===== src/rtl/filter_pkg.sv =====
// Shared definitions for the window filter: mode encodings, bus word indexing
// and the default pixel saturation limit.
package filter_pkg;

    typedef enum logic [1:0] {
        MODE_PASS  = 2'b00,
        MODE_BOX   = 2'b01,
        MODE_SOBEL = 2'b10,
        MODE_LAP   = 2'b11
    } mode_e;

    localparam int PIX_W_DEF = 8;
    localparam int SAT_MAX   = (1 << PIX_W_DEF) - 1;

    // Word (y, x) of a square window sits at this index on the flattened bus.
    function automatic int word_idx(input int y, input int x, input int ope_size = 3);
        return y * ope_size + x;
    endfunction

endpackage


===== src/rtl/window_filter_op_abs_sat.sv =====
// Absolute value of a signed operand, saturated to an unsigned PIX_W-bit pixel.
module abs_sat #(
    parameter int W_IN  = 12,
    parameter int PIX_W = 8
) (
    input  logic signed [W_IN-1:0] value,
    output logic        [PIX_W-1:0] result
);

    logic [W_IN-1:0] mag_s;

    // Magnitude is taken unsigned so the most negative input still maps correctly.
    always_comb begin
        mag_s = value[W_IN-1] ? (~value + W_IN'(1)) : value;
        if (mag_s > {{(W_IN-PIX_W){1'b0}}, {PIX_W{1'b1}}}) begin
            result = {PIX_W{1'b1}};
        end else begin
            result = mag_s[PIX_W-1:0];
        end
    end

endmodule


===== src/rtl/window_filter_op.sv =====
// Three-stage multi-mode window filter (pass, box mean, Sobel, Laplacian).
// Build with WINDOW_FILTER_THRESH_EN to add a reflesh-loaded binarising threshold.
import filter_pkg::*;

module window_filter_op #(
    parameter int OPE_SIZE  = 3,
    parameter int PIX_W     = 8,
    parameter int BOX_SHIFT = 3
) (
    input  logic                                   clk,
    input  logic                                   rst,
    input  logic                                   reflesh,
    input  logic [1:0]                             mode_in,
`ifdef WINDOW_FILTER_THRESH_EN
    input  logic [PIX_W-1:0]                       thresh,
`endif
    input  logic [(PIX_W+1)*OPE_SIZE*OPE_SIZE-1:0] data_bus,
    output logic [PIX_W:0]                         out,
    output logic [31:0]                            pix_count
);

    localparam int N     = OPE_SIZE * OPE_SIZE;
    localparam int C     = OPE_SIZE / 2;
    localparam int W_S   = PIX_W + 4;
    localparam int ROW_W = PIX_W + $clog2(OPE_SIZE);
    localparam int SUM_W = PIX_W + $clog2(N);
    localparam logic [PIX_W-1:0] SAT_V = {PIX_W{1'b1}};

    mode_e                    mode_r;
    logic [PIX_W-1:0]         thresh_r;
    logic [PIX_W-1:0]         pix_s [OPE_SIZE][OPE_SIZE];
    logic signed [W_S-1:0]    nb_s [3][3];
    logic [ROW_W-1:0]         row_sum_s [OPE_SIZE];
    logic signed [W_S-1:0]    term_a_s, term_b_s, term_c_s, term_d_s;
    logic                     valid_in_s;
    logic                     unused_vld_s;

    logic                     vld1_r, vld2_r;
    logic signed [W_S-1:0]    term_a_r, term_b_r, term_c_r, term_d_r;
    logic [ROW_W-1:0]         row_r [OPE_SIZE];
    logic signed [W_S-1:0]    sum1_r, sum2_r;
    logic [SUM_W-1:0]         box_r, box_sum_s, box_sh_s;
    logic [PIX_W-1:0]         abs_a_s, abs_b_s, res_s, pix_out_s;
    logic [PIX_W:0]           grad_sum_s;

    assign valid_in_s = data_bus[word_idx(C, C, OPE_SIZE)*(PIX_W+1) + PIX_W];

    // Mode (and threshold) only change on a flush, so a frame is never mixed.
    always_ff @(posedge clk) begin
        if (rst) begin
            mode_r   <= MODE_PASS;
            thresh_r <= '0;
        end else if (reflesh) begin
            mode_r   <= mode_e'(mode_in);
`ifdef WINDOW_FILTER_THRESH_EN
            thresh_r <= thresh;
`else
            thresh_r <= '0;
`endif
        end
    end

    // S1 combinational: unpack the window and form the per-mode signed terms.
    always_comb begin
        unused_vld_s = 1'b0;
        for (int y = 0; y < OPE_SIZE; y++) begin
            row_sum_s[y] = '0;
            for (int x = 0; x < OPE_SIZE; x++) begin
                pix_s[y][x]  = data_bus[word_idx(y, x, OPE_SIZE)*(PIX_W+1) +: PIX_W];
                unused_vld_s = unused_vld_s ^ data_bus[word_idx(y, x, OPE_SIZE)*(PIX_W+1) + PIX_W];
                row_sum_s[y] = row_sum_s[y] + ROW_W'(pix_s[y][x]);
            end
        end
        for (int dy = 0; dy < 3; dy++) begin
            for (int dx = 0; dx < 3; dx++) begin
                nb_s[dy][dx] = $signed({4'b0000, pix_s[C-1+dy][C-1+dx]});
            end
        end
        term_a_s = '0;
        term_b_s = '0;
        term_c_s = '0;
        term_d_s = '0;
        case (mode_r)
            MODE_PASS: term_a_s = nb_s[1][1];
            MODE_BOX: term_a_s = '0;
            MODE_SOBEL: begin
                term_a_s = nb_s[0][2] + (nb_s[1][2] <<< 1) + nb_s[2][2];
                term_b_s = nb_s[0][0] + (nb_s[1][0] <<< 1) + nb_s[2][0];
                term_c_s = nb_s[2][0] + (nb_s[2][1] <<< 1) + nb_s[2][2];
                term_d_s = nb_s[0][0] + (nb_s[0][1] <<< 1) + nb_s[0][2];
            end
            MODE_LAP: begin
                term_a_s = nb_s[1][1] <<< 2;
                term_b_s = nb_s[0][1] + nb_s[2][1] + nb_s[1][0] + nb_s[1][2];
            end
            default: term_a_s = '0;
        endcase
    end

    // S2 combinational: the box total is folded from the registered row sums.
    always_comb begin
        box_sum_s = '0;
        for (int y = 0; y < OPE_SIZE; y++) begin
            box_sum_s = box_sum_s + SUM_W'(row_r[y]);
        end
    end

    abs_sat #(.W_IN(W_S), .PIX_W(PIX_W)) u_abs_a (.value(sum1_r), .result(abs_a_s));
    abs_sat #(.W_IN(W_S), .PIX_W(PIX_W)) u_abs_b (.value(sum2_r), .result(abs_b_s));

    assign box_sh_s   = box_r >> BOX_SHIFT;
    assign grad_sum_s = {1'b0, abs_a_s} + {1'b0, abs_b_s};

    // S3 combinational: pass/Sobel/Laplacian share the |a|+|b| path (b is 0 when unused).
    always_comb begin
        res_s = '0;
        case (mode_r)
            MODE_BOX: begin
                if (box_sh_s > {{(SUM_W-PIX_W){1'b0}}, SAT_V}) begin
                    res_s = SAT_V;
                end else begin
                    res_s = box_sh_s[PIX_W-1:0];
                end
            end
            MODE_PASS, MODE_SOBEL, MODE_LAP: begin
                if (grad_sum_s[PIX_W]) begin
                    res_s = SAT_V;
                end else begin
                    res_s = grad_sum_s[PIX_W-1:0];
                end
            end
            default: res_s = '0;
        endcase
`ifdef WINDOW_FILTER_THRESH_EN
        pix_out_s = (res_s >= thresh_r) ? SAT_V : {PIX_W{1'b0}};
`else
        pix_out_s = res_s;
`endif
    end

    // Pipeline registers; a flush clears every stage and drops the current input.
    always_ff @(posedge clk) begin
        if (rst || reflesh) begin
            vld1_r    <= 1'b0;
            term_a_r  <= '0;
            term_b_r  <= '0;
            term_c_r  <= '0;
            term_d_r  <= '0;
            for (int y = 0; y < OPE_SIZE; y++) begin
                row_r[y] <= '0;
            end
            vld2_r    <= 1'b0;
            sum1_r    <= '0;
            sum2_r    <= '0;
            box_r     <= '0;
            out       <= '0;
            pix_count <= 32'd0;
        end else begin
            vld1_r    <= valid_in_s;
            term_a_r  <= term_a_s;
            term_b_r  <= term_b_s;
            term_c_r  <= term_c_s;
            term_d_r  <= term_d_s;
            for (int y = 0; y < OPE_SIZE; y++) begin
                row_r[y] <= row_sum_s[y];
            end
            vld2_r    <= vld1_r;
            sum1_r    <= term_a_r - term_b_r;
            sum2_r    <= term_c_r - term_d_r;
            box_r     <= box_sum_s;
            out       <= {vld2_r, pix_out_s};
            pix_count <= pix_count + 32'(vld2_r);
        end
    end

    logic unused_thresh_s;
    assign unused_thresh_s = ^thresh_r;

endmodule

===== config.mk =====
export PLATFORM = sky130hd
export DESIGN_NAME = window_filter_op
export DESIGN_NICKNAME = d
export VERILOG_FILES = /design/src/rtl/filter_pkg.sv /design/src/rtl/window_filter_op_abs_sat.sv /design/src/rtl/window_filter_op.sv
export SDC_FILE = /design/constraint.sdc
export NUM_CORES = 1
export LEC_CHECK = 0
export CAP_MARGIN = 5
export CORE_UTILIZATION = 52
export CTS_CLUSTER_SIZE = 14
export DETAILED_ROUTE_END_ITERATION = 10
export HOLD_SLACK_MARGIN = 0.1
export PLACE_DENSITY = 0.78
export SLEW_MARGIN = 10
export SYNTH_ARGS = -nofsm -noshare
export SYNTH_HDL_FRONTEND = slang
export SYNTH_SLANG_ARGS = --single-unit

===== constraint.sdc =====
create_clock -name clk -period 3.9 [get_ports clk]
set_clock_uncertainty 0.15 [all_clocks]
set_input_delay 0.78 -clock clk [delete_from_list [all_inputs] [get_ports clk]]
set_output_delay 0.78 -clock clk [all_outputs]
set_load 0.01 [all_outputs]

==> impl_metrics.env <==
export IMPL_status="finished, final reports clean"
export IMPL_crit_arrival_ns=3.89
export IMPL_post_cts_buffers=0
export IMPL_cts_root_buf="clkbuf_16"
export IMPL_worstPathRequired_ns=4.05
export IMPL_final_cells=1532
export IMPL_avgSynthCellArea_um2=9.52
export IMPL_grt_ovfl_total=0
export IMPL_syn_area_um2=10300
export IMPL_hold_buffers=0
export IMPL_clock_sinks=148
export IMPL_finalSetupTns_ns=0
export IMPL_setup_violations=0
export IMPL_syn_inst=1080
export IMPL_synth_seq_area_share=0.288
export IMPL_crit_type="input port to flop"
export IMPL_synth_edff_count=0
export IMPL_utilization=0.657
export IMPL_row_count=51
export IMPL_clk_path_buf_depth=2
export IMPL_swShare=0.345
export IMPL_synth_top_cell_by_area="dfxtp_1"
export IMPL_grt_pass1_vias=8520
export IMPL_area_growth_pct=23.9
export IMPL_p_clk_frac=0.293
export IMPL_cts_buffers=17
export IMPL_start_util=0.530
export IMPL_core_area_um2=19400
export IMPL_yosys_register_bits=148
export IMPL_min_period_over_period=0.958
export IMPL_place_hpwl_mm=21.7
export IMPL_crit_fanout=2
export IMPL_die_x_um=143
export IMPL_powerDensity_nw_per_um2=417
export IMPL_synth_ff_type="dfxtp_1"
export IMPL_finalHoldViolCount=0
export IMPL_grt_use_total=0.280
export IMPL_path_cells="clkdlybuf4s50_1 > fa_1 > fa_1 > ha_1 > fa_1 > a21oi_1 > o21ai_0 > nor3_1 > o21bai_1 > a21oi_1 > o22ai_1"
export IMPL_die_area_um2=20300
export IMPL_port_buffers=118
export IMPL_grt_max_degree=37
export IMPL_crit_family="adder cells"
export IMPL_peakVddDrop_v=0.000322
export IMPL_netlist_cell_type_count=54
export IMPL_detail_route_wl_per_cell_um=17.5
export IMPL_critPathLaunchType="input port"
export IMPL_drc=0
export IMPL_worst_pin_slew_ns=0.691
export IMPL_ios=127
export IMPL_slowest_delay_ns=0.58
export IMPL_power_w=0.00532
export IMPL_whs_path_depth=1
export IMPL_yosys_warnings=0
export IMPL_pwr_share_comb=0.393
export IMPL_routabilityCongestion=1.01
export IMPL_viasPerCell=5.50
export IMPL_p_leak_nw=5.43
export IMPL_drtIter0Drc=499
export IMPL_hold_class="flop to flop"
export IMPL_clkLatencyLatePin_ns=0.43
export IMPL_cts_tree="yes"
export IMPL_period_needed_ns=3.74
export IMPL_netlist_top_cells_area="dfxtp_1 (29%), fa_1 (17%), ha_1 (13%)"
export IMPL_vias=8431
export IMPL_p_int_w=0.00348
export IMPL_syn_nets=1360
export IMPL_firstDrtPassIters=5
export IMPL_endpoint_kind="flop"
export IMPL_dp_cells=1500
export IMPL_fmax_mhz=268
export IMPL_reg2reg_depth=15
export IMPL_crit_top_cell="fa_1"
export IMPL_fp_dieH_um=143
export IMPL_yosysMostFrequentCell="dfxtp_1"
export IMPL_cp_slowest_cell="fa_1"
export IMPL_drv_slew=0
export IMPL_antenna_left=0
export IMPL_h_tree_depth=4
export IMPL_diodes=0
export IMPL_pwr_share_seq=0.314
export IMPL_grt_pass1_wl_mm=42.8
export IMPL_antenna_found_initial=0
export IMPL_async_reset_ff_frac=0
export IMPL_wl_mm=26.8
export IMPL_drive_above_1_share=0.0900
export IMPL_synth_top_area_frac=0.288
export IMPL_critical_path_depth=11
export IMPL_rsz0062_at_grt="false"
export IMPL_relSlewSlack=0.539
export IMPL_cts_resized=0
export IMPL_clk_pin_slew_ns=0.07
export IMPL_path_buf_inv=1
export IMPL_final_nets=1534
export IMPL_synth_commonest_cells="dfxtp_1 (148), nor2_1 (132), ha_1 (107)"
export IMPL_p_switching_w=0.00183
export IMPL_cap_violations=0
## kinds of logic (layout without fill, tap and decap cells)
logic type / after synthesis / count (layout) / synth area share
AOI/OAI and AO/OA: 193 / 193 / 0.125
DFF: 148 / 148 / 0.288
adders and majority gates: 194 / 194 / 0.300
xor gates and xnor gates: 87 / 87 / 0.0741
buffers and inverters: 93 / 280 / 0.0344
and+or+nand+nor: 348 / 348 / 0.163
muxes: 17 / 17 / 0.0165
## registers in the layout, summed over array words and instances (netlist names), 10 cells and up
register	count
term_d_r	10
sum2_r	12
term_b_r	10
pix_count	32
sum1_r	12
term_a_r	10
row_r	30
term_c_r	10
## through the flow
stage	setup WS (ns)	hold WS [ns]	cell area (um^2)
2_1_floorplan	0.264	0.256	10300
3_3_place_gp	-0.187	0.259	12200
3_5_place_dp	-0.225	0.260	12200
4_1_cts	0.0724	0.276	12700
5_1_grt	0.0132	0.308	12700
6_report	0.165	0.275	12700
## layout by cell type (no fill, tap or decap), drive strengths merged, types with 5 or more instances in the layout
master,n
dfxtp,148
nor2,133
clkdlybuf4s50,118
ha,107
fa,87
inv,75
buf,61
nand2,59
xor2,46
o21ai,46
a21oi,44
xnor2,41
nor3,34
nor2b,26
a21o,21
and3,21
nand3,20
clkbuf,19
mux2i,17
a211oi,13
nand2b,12
o21a,11
and2,10
a31oi,9
nand4,8
or3,8
o221a,7
o22ai,7
o21bai,5
clkinv,5
## per-layer routing
| metal | vias to the layer above | GRT usage | wire (um) |
|---|---|---|---|
| met5 | - | 0 | 0 |
| met4 | 0 | 0.147 | 1230 |
| met3 | 77 | 0.0516 | 1490 |
| met2 | 281 | 0.482 | 13100 |
| met1 | 4006 | 0.334 | 11000 |
| li1 | 4067 | - | - |
## power by group through the flow
stage | clock, W | combinational [W] | sequential [W]
floorplan | 0 | 0.00137 | 0.00169
global placement | 0 | 0.00199 | 0.00170
detailed placement | 0 | 0.00204 | 0.00170
CTS | 0.00157 | 0.00207 | 0.00167
global route | 0.00164 | 0.00231 | 0.00168
finish | 0.00156 | 0.00209 | 0.00167
## layout make-up
class,instances,area (um^2)
clock buffer,19,453
sequential,148,2960
clock inverter,13,118
fill,1568,6660
timing repair buffer,179,1640
tap,265,332
multi-input combinational,839,6980
inverter,69,259
## final timing paths
kind	from	end	slack, ns
max	data_bus[10]	term_b_r[9]	0.16
min	vld1_r	vld2_r	0.28
max reg2reg	sum1_r[0]	out[4]	0.20
min reg2reg	vld1_r	vld2_r	0.28
Note: power is estimated with default switching activity, not from simulation.
